**src/rtl/regfile_wr_arbiter.sv**
```systemverilog
// Write-port controller for the register file: WB has priority, multicycle results
// are queued or bypassed, and a pending scoreboard tracks in-flight destinations.
module regfile_wr_arbiter #(
  parameter int DW     = 32,
  parameter int AW     = 5,
  parameter int QDEPTH = 2
) (
  input  logic                     clk,
  input  logic                     rst,
  input  logic                     wb_we,
  input  logic [AW-1:0]            wb_addr,
  input  logic [DW-1:0]            wb_data,
  input  logic                     mc_valid,
  output logic                     mc_ready,
  input  logic [AW-1:0]            mc_addr,
  input  logic [DW-1:0]            mc_data,
  input  logic                     iss_valid,
  input  logic [AW-1:0]            iss_addr,
  input  logic [AW-1:0]            chk_a,
  input  logic [AW-1:0]            chk_b,
  output logic                     busy_a,
  output logic                     busy_b,
  output logic                     rf_we,
  output logic [AW-1:0]            rf_a3,
  output logic [DW-1:0]            rf_wd,
  output logic [$clog2(QDEPTH):0]  q_count,
  output logic                     err
);

  localparam int PW   = $clog2(QDEPTH);
  localparam int CW   = PW + 1;
  localparam int NREG = 2 ** AW;

  logic [AW-1:0]   q_addr [QDEPTH];
  logic [DW-1:0]   q_data [QDEPTH];
  logic [PW-1:0]   wr_ptr, rd_ptr;
  logic [CW-1:0]   cnt;
  logic [NREG-1:0] pending, pend_nxt;

  logic            q_empty, accept, push, pop, byp;
  logic            sel_any, sel_mc, err_set;
  logic [AW-1:0]   sel_addr;
  logic [DW-1:0]   sel_data;

  assign q_empty  = (cnt == '0);
  assign mc_ready = (cnt < CW'(QDEPTH));
  assign accept   = mc_valid & mc_ready;
  assign push     = accept & ~byp;
  assign q_count  = cnt;
  assign busy_a   = pending[chk_a];
  assign busy_b   = pending[chk_b];

  always_comb begin
    sel_any  = 1'b0;
    sel_mc   = 1'b0;
    pop      = 1'b0;
    byp      = 1'b0;
    sel_addr = '0;
    sel_data = '0;
    if (wb_we) begin
      sel_any  = 1'b1;
      sel_addr = wb_addr;
      sel_data = wb_data;
    end else if (!q_empty) begin
      sel_any  = 1'b1;
      sel_mc   = 1'b1;
      pop      = 1'b1;
      sel_addr = q_addr[rd_ptr];
      sel_data = q_data[rd_ptr];
    end else if (accept) begin
      sel_any  = 1'b1;
      sel_mc   = 1'b1;
      byp      = 1'b1;
      sel_addr = mc_addr;
      sel_data = mc_data;
    end
  end

  // Register 0 is never written, but a queued or bypassed source is still consumed.
  assign rf_we = rst & sel_any & (sel_addr != '0);
  assign rf_a3 = sel_addr;
  assign rf_wd = sel_data;

  always_comb begin
    pend_nxt = pending;
    if (sel_mc)    pend_nxt[sel_addr] = 1'b0;
    if (iss_valid) pend_nxt[iss_addr] = 1'b1;
    pend_nxt[0] = 1'b0;
  end

  assign err_set = (iss_valid & pending[iss_addr])
                 | (wb_we & pending[wb_addr])
                 | (sel_mc & (sel_addr != '0) & ~pending[sel_addr]);

  always_ff @(posedge clk or negedge rst) begin
    if (!rst) begin
      wr_ptr  <= '0;
      rd_ptr  <= '0;
      cnt     <= '0;
      pending <= '0;
      err     <= 1'b0;
    end else begin
      if (push) wr_ptr <= wr_ptr + PW'(1);
      if (pop)  rd_ptr <= rd_ptr + PW'(1);
      case ({push, pop})
        2'b10:   cnt <= cnt + CW'(1);
        2'b01:   cnt <= cnt - CW'(1);
        default: cnt <= cnt;
      endcase
      pending <= pend_nxt;
      if (err_set) err <= 1'b1;
    end
  end

  // Queue payload needs no reset; occupancy and pointers define what is valid.
  always_ff @(posedge clk) begin
    if (push) begin
      q_addr[wr_ptr] <= mc_addr;
      q_data[wr_ptr] <= mc_data;
    end
  end

endmodule

```
**config.mk**
```make
export PLATFORM = sky130hd
export DESIGN_NAME = regfile_wr_arbiter
export DESIGN_NICKNAME = d
export VERILOG_FILES = /design/src/rtl/regfile_wr_arbiter.sv
export SDC_FILE = /design/constraint.sdc
export NUM_CORES = 1
export LEC_CHECK = 0
export CORE_ASPECT_RATIO = 1.25
export CORE_MARGIN = 1.5
export CORE_UTILIZATION = 52
export DETAILED_ROUTE_END_ITERATION = 16
export MAX_ROUTING_LAYER = met4
export PLACE_DENSITY = 0.89
export SKIP_LAST_GASP = 1
export SYNTH_ARGS = -nofsm -noshare
export SYNTH_HDL_FRONTEND = slang
export SYNTH_SLANG_ARGS = --single-unit
```
**constraint.sdc**
```tcl
create_clock -name clk -period 3.7 [get_ports clk]
set_input_delay 0.37 -clock clk [delete_from_list [all_inputs] [get_ports clk]]
set_output_delay 0.37 -clock clk [all_outputs]
set_load 0.02 [all_outputs]
```
---- After elaboration in Yosys (flattened, before gate mapping) ----
Memory sizes are Yosys's and may differ from the RTL's.
Cells that the tools add are included.
word-level totals
  bits in registers ....................... 36
  memory bits (writable) .................. 74
  output and inout port bits .............. 44
  word-level logic and storage cells ...... 74
  memories ................................ 2
operators by class
  add/sub/neg operators ................... 4
  $lt $le $gt $ge ......................... 8
  equal/unequal tests ..................... 2
  mux-type cells .......................... 33
  bitwise operators ....................... 15
  reductions and logical operators ........ 5
memories
  memory  depth  bits a word  rd ports  clocked after Yosys merged registers in  write ports  line  source
  q_data  2      32           1         0                                        1            35    logic [DW-1:0] q_data [QDEPTH];
  q_addr  2      5            1         0                                        1            34    logic [AW-1:0] q_addr [QDEPTH];
operator list
  kind                 number
  $mux 32              5
  $and 32x32->32       1
  $not 32->32          1
  $or 32x32->32        1
  $lt 5x6->1 const B   5
  $bmux 1 s5           5
  $mux 1               17
  $mux 5               3
  $demux 1 s5          2
  $ge 5x1->1 const B   2
  $and 1x1->1          8
  $reduce_bool 5->1    1
  $pmux 2 s2           1
  $add 1x1->1 const B  2
  $add 2x1->2 const B  1
  $eq 2x1->1 const B   1
  $eq 2x2->1 const B   1
  $logic_and 1x1->1    2
  $logic_not 2->1      1
  $lt 2x2->1 const B   1
  $not 1->1            2
  $or 1x1->1           2
  $reduce_bool 2->1    1
  $sub 2x1->2 const B  1

---- Depth between registers and ports, before layout ----
  word-level depth ........................ 14
  depth in mapped cells ................... 10
  gate-level depth less buffers ........... 8

---- Worst setup path before layout ----
Ideal clock, no wire load.
  kind .................................... register -> register
  start ................................... register cnt[1], in the netlist q_count[1]
  end ..................................... memory q_addr[0][0], enable pin
  library setup time ...................... 431 ps
  arrival time ............................ 2543 ps
  required time ........................... 3269 ps
  path slack .............................. 726 ps
  stages on the path, launching flop included .. 4
  clock period less this slack ............ 2974 ps
  cells stage by stage .................... dfrtp_1 > inv_1 > o211ai_1 > nor2_1
on the way
  word-level cells in the longest chain between the ends .. 9
  elaborated cells on any way between the ends .. 10
  classes of those cells .................. 1 x order compare; 5 x mux; 3 x bitwise; 1 x reduce/logical
ends and longest elaborated chain
  element                           line  source
  start, declared                   37    logic [CW-1:0] cnt;
  start signal, assigned            106   2'b10: cnt <= cnt + CW'(1);
  start signal, assigned            107   2'b01: cnt <= cnt - CW'(1);
  start signal, assigned            108   default: cnt <= cnt;
  $lt 2x2->1 (*)                    46    assign mc_ready = (cnt < CW'(QDEPTH));
  via mc_ready                      14    output logic mc_ready,
  $and 1x1->1 (*)                   47    assign accept = mc_valid & mc_ready;
  $mux 1                            70    end else if (accept) begin
  $mux 1                            64    end else if (!q_empty) begin
  $mux 1                            60    if (wb_we) begin
  $not 1->1                         48    assign push = accept & ~byp;
  $and 1x1->1 (*)                   48
  $mux 1 (*)                        117   if (push) begin
  $mux 1 (not written as such) (*)  118   q_addr[wr_ptr] <= mc_addr;
  end, declared                     34
The timed path passes the listed nets; every way through them passes the cells marked *.

---- Worst setup path in the final report ----
  start ................................... input chk_b[0]
  end ..................................... output busy_b
on the way
  word-level cells in the longest chain between the ends .. 2
ends and longest elaborated chain
  element                       line  source
  start, declared               20    input logic [AW-1:0] chk_b,
  $bmux 1 s5                    51    assign busy_b = pending[chk_b];
  $mux 1 (not written as such)  51
  end, declared                 22    output logic busy_b,
Every way passes these cells. The select of a mux whose other input is x is not followed.

==> flow_summary.toml <==
[status]
status = "complete, no violations"

[routing]
antenna_left = 0
routed_wl_microns = 19700
drt-initial-drc-count = 351
vias = 5339
drtPass1Iterations = 5
post_drt_wl_per_cell_microns = 23.6
drc = 0
viasPerCell = 6.40

[synth]
synth_most_common_cell = "edfxtp_1"
synth_common_cells = "74 x edfxtp_1, 67 x o21ai_0, 46 x nor2_1"
synth_area_sq_um = 6370
synth.largest_area_cell = "edfxtp_1"
synth_top_area_share_pct = 34.9
synth_cells = 539
synth_edf_count = 74
yosys-top-cells-area = "edfxtp_1 35%, dfrtp_1 14%, mux4_2 13%"
synth_nets = 634
syn_avg_cell_area_sq_um = 11.8
ys_async_sr_fraction_pct = 32.7
ys_types = 52
synth_seq_cells = 110
ys.flop_type = "edfxtp_1"
seq_area_frac_synth_pct = 49.0
yosys_warnings = 0

[placement]
placed_area_sq_um = 7900
hpwlAfterDp_microns = 14300
place_congestion = 1.02
dpl.cell_count = 818
port_buffers = 137

[cts]
tritoncts = "built"
h-tree-depth = 3
holdBufCountCts = 0
clock_sinks = 110
cts_buffer_depth = 2
path_clk_slew_ns = 0.07
clock-root-buffer = "clkbuf_16"
insertion_delay_ns = 0.35
post_cts_resized = 0
cts_setup_buffers = 0
cts_made_buffers = 9

[power]
power_mw = 5.59
peakVddDrop_v = 0.000345
p_leak_nw = 3.05
p_per_area_nw_per_um2 = 683

[cells_and_area]
area_delta_synth_final_pct = 28.6
insertedDiodeCount = 0
finalNetCount = 760
final_area_sq_um = 8190
drive_above_1_share_pct = 13.6
fillCellCount = 909
instances_no_fill = 834

[global_route]
grt_first_pass_wirelength_microns = 29100
grt-ovfl-total = 0
grt_pass1_vias = 5183
grt_start_max_net_pins = 48
antenna_found_initial = 0
track_usage_pct = 31.9

[setup_path]
start_kind = "input pin"
crit_required_ns = 3.33
path_max_fanout = 9
crit_path_end_kind = "output pin"
path_class = "in -> out"
path_cells = "clkdlybuf4s50_1 > mux4_2 > mux4_2 > mux2_2 > clkdlybuf4s50_1"
reg2reg_depth = 9
critPathMaxStageDelay_ns = 0.78
cp_data_arrival_time_ns = 3.03
crit_slowest_cell = "clkdlybuf4s50_1"

[timing]
hold_viol = 0
slew_headroom_pct = 52.7
skew_ns = 0.00932
rsz0062_at_grt = "no"
setup_viol = 0
tns_ns = 0
slew_viol_final = 0
min_period_over_period_pct = 91.8
fmax_mhz = 294
max_slew.worst_pin.slew_ns = 0.706
holdWs_ns = 0.574
min_period_ns = 3.40

[die]
dieHeight_microns = 127
dieArea_sq_um = 12900
die_w_microns = 102
pin_count = 138
num_rows = 45
coreArea_sq_um = 12000
initial_core_util_pct = 52.9

[hold_path]
hold_depth = 1
hold_path_class = "reg -> reg"

[flow_run]
cap_viol_max_count = 0
[placed cells by master (no fill, tap or decap), types with 2 or more instances in the layout]
cell type | netlist | routed
clkbuf_16 | 0 | 9
xnor2_1 | 4 | 4
nand3_1 | 11 | 11
inv_1 | 40 | 40
o211ai_1 | 4 | 4
nand2b_1 | 5 | 5
o31ai_4 | 2 | 2
nand2_1 | 18 | 18
nor2_1 | 46 | 44
buf_4 | 2 | 13
nand3b_1 | 5 | 5
edfxtp_1 | 74 | 74
mux2i_1 | 38 | 38
dfrtp_1 | 36 | 35
clkdlybuf4s50_1 | 0 | 136
mux2_2 | 9 | 9
nor2b_1 | 3 | 3
a311oi_1 | 32 | 32
o21ai_0 | 67 | 67
or3b_2 | 2 | 2
mux4_2 | 36 | 36
a21oi_1 | 35 | 35
nor3_1 | 3 | 3
and3_1 | 5 | 5
a22oi_1 | 2 | 2
mux4_1 | 2 | 2
inv_8 | 0 | 3
nor2_4 | 1 | 4
clkinv_4 | 0 | 3
[per-stage QoR]
step | setup WS [ns] | util [%]
2_1_floorplan | 0.726 | -
3_5_place_dp | 0.280 | 65.6
3_3_place_gp | 0.305 | 65.6
5_1_grt | 0.167 | 68.0
6_report | 0.302 | 68.0
4_1_cts | 0.281 | 68.0
[final cells by class]
| cell class | count | area, sq um | share of cell area (%) |
|---|---|---|---|
| tap | 164 | 205 | 2.50 |
| multi-input combinational | 353 | 2950 | 36.1 |
| timing repair buffer | 150 | 1460 | 17.9 |
| clock buffer | 9 | 225 | 2.75 |
| clock inverter | 7 | 65.1 | 0.794 |
| sequential | 110 | 3120 | 38.1 |
| inverter | 41 | 154 | 1.88 |
[state kept, by name, indices dropped and copies added (netlist names)]
| signal | cells |
|---|---|
| err | 1 |
| q_data | 64 |
| rd_ptr | 1 |
| q_count | 2 |
| q_addr | 10 |
| wr_ptr | 1 |
| pending | 31 |
[routing by layer]
metal  track usage [%]  part of all wire, %
met5                 -                    0
met1              37.1                   37
met2              52.4                   50
met3              5.07                  7.5
met4              17.6                  5.7
[power breakdown]
part | total (mW) | internal (mW) | leakage, nW | switching [mW]
Clock | 0.936 | 0.474 | 0.145 | 0.463
Sequential | 2.23 | 1.65 | 1.11 | 0.579
Combinational | 2.43 | 1.20 | 1.80 | 1.22
[cells by family (layout without fill, tap and decap cells)]
kind of cell	count (synthesis)	count (layout)	share of synthesized area (%)
XOR/XNOR	5	5	0.688
flip-flops	110	110	49.0
AO/OA/AOI/OAI	157	157	16.0
adder cells (fa/ha/maj)	1	1	0.196
multiplexers	86	86	21.5
buffers and inverters	76	207	4.89
AND/OR/NAND/NOR	104	104	7.70
[critical path: cells and delay by family]
family | cells | cell delay (ns)
buffers and inverters | 2 | 1.33
muxes | 3 | 1.32
[path summary, 6_finish.rpt]
kind	from	to	slack (ns)
max in group asynchronous	rst	rd_ptr$_DFFE_PN0P_	2.74
min in group asynchronous	rst	pending[4]$_DFF_PN0_	0.62
worst min register to register	wr_ptr$_DFFE_PN0P_	wr_ptr$_DFFE_PN0P_	0.57
worst max register to register	rd_ptr$_DFFE_PN0P_	err$_DFFE_PN0P_	0.84
worst min-delay path	wr_ptr$_DFFE_PN0P_	wr_ptr$_DFFE_PN0P_	0.57
worst max-delay path	chk_b[0]	busy_b	0.30
No activity file was read; power rests on OpenSTA's default activity.
==> edit, RTL diff (same settings) <==
Set the parameter `QDEPTH` to 8 (it was 2).
--- a/src/rtl/regfile_wr_arbiter.sv
+++ b/src/rtl/regfile_wr_arbiter.sv
@@ -3,7 +3,7 @@
 module regfile_wr_arbiter #(
   parameter int DW     = 32,
   parameter int AW     = 5,
-  parameter int QDEPTH = 2
+  parameter int QDEPTH = 8
 ) (
   input  logic                     clk,
   input  logic                     rst,
Interface: changed (resized q_count); port bits go from 138 to 140. The function was not compared with the original's and may differ.
==> edit against the original RTL <==
Area after synthesis is 130% higher; final area rose by 120%; non-clock buffer count grew 14; setup slack got worse by 0.17 ns; sequential cell count increased by 228; count of clock-buffer cells in the layout up 27; largest power group is now sequential cells; routed wire length is 92% higher; clock power rose to 3.1 times the old value; final cell count increased by 66%; first-iteration DRC count rose to 3.0 times the old value; power is 130% higher.
==> edit: results (changes against the original RTL) <==
| Metric | Value |
|---|---|
| Critical-path maximum fanout | 24 (+15) |
| DRT iter0 DRCs | 1046 (+200%) |
| Synth area leaders | edfxtp_1, mux4_2, dfrtp_1 |
| Hpwl dp | 22.8 mm (+60%) |
| Switching power | 4.33 mW (+91%) |
| Internal | 8.50 mW (+160%) |
| Max FFs per register | 256 (+300%) |
| Layout Cells excl Fill | 1385 (+66%) |
| Worst R2R Start | q_count[0] |
| Post-synth EDFFs | 296 (+300%) |
| Synthesized Nets | 957 (+51%) |
| Fin nets | 1104 (+45%) |
| Clock Power | 2.92 mW (+210%) |
| Pre-CTS WS | 0.303 ns (+0.0223 ns) |
| Async SR Flop Fraction | 12.4% (-20 points) |
| Slew margin rel. | 52.2% (-0.56 points) |
| Share of cells above drive strength 1 | 20.1% (+6.5 points) |
| Largest registers | q_data (256), q_addr (40), pending (31) |
| Period utilisation layout | 96.5% (+4.7 points) |
| Area post-placement | 0.0168 mm2 (+110%) |
| Cts hold-fix bufs | 1 (+1) |
| Max Buffers Root-to-Sink | 3 (+1) |
| Initial antenna violation count | 2 (+2) |
| Worst VDD drop | 0.533 mV (+54%) |
| Vias in the first global route | 9282 (+79%) |
| Met3 usage | 3.32% (-1.7 points) |
| Post-CTS sizing | 1 (+1) |
| Sequential logic power | 5.43 mW (+140%) |
| CTS H-tree depth | 1 (-2) |
| Wire length on met2 | 20.0 mm (+100%) |
| Port buffer count | 139 (+1.5%) |
| GRT Total Usage | 26.4% (-5.5 points) |
| Top post-synthesis cells by count | edfxtp_1, mux4_2, o21ai_0 |
| Met2 Usage GRT | 45.5% (-7.0 points) |
| Vias | 9039 (+69%) |
| Critical Path Max Stage Delay | 0.59 ns (-0.19 ns) |
| Fillcell total | 1961 (+120%) |
| Cell variety after synth | 59 (+13%) |
| Status | finished, final reports clean |
| Worst EP arrival | 3.20 ns (+0.17 ns) |
==> edit: how the worst min path moves through the flow <==
| stage | from | endpoint | slack, ns |
|---|---|---|---|
| 2_1_floorplan | rst | err | 0.07 |
| 3_3_place_gp | err | err | 0.50 |
| 3_5_place_dp | err | err | 0.50 |
| 4_1_cts | rst | q_count[0] | 0.50 |
| 5_1_grt | rst | pending[21] | 0.55 |
| 6_report | rst | pending[21] | 0.49 |
==> edit: cell type report <==
type	instances	area (um2)	share of cell area [%]
multi-input cells	457	4790	27.0
repair buffers	164	1610	9.08
flip-flops and latches	338	9950	56.0
diodes	3	7.51	0.0423
well taps	355	444	2.50
clock buffers	36	795	4.48
clock inverters	18	109	0.613
inverters	14	52.6	0.296
==> edit: cells by family after synthesis <==
family	share of synthesized area (%)
compound gates	7.68
xor+xnor	0.469
fa+ha+maj	0.419
buf+inv	1.88
flops	66.5
mux	19.6
simple gates	3.45
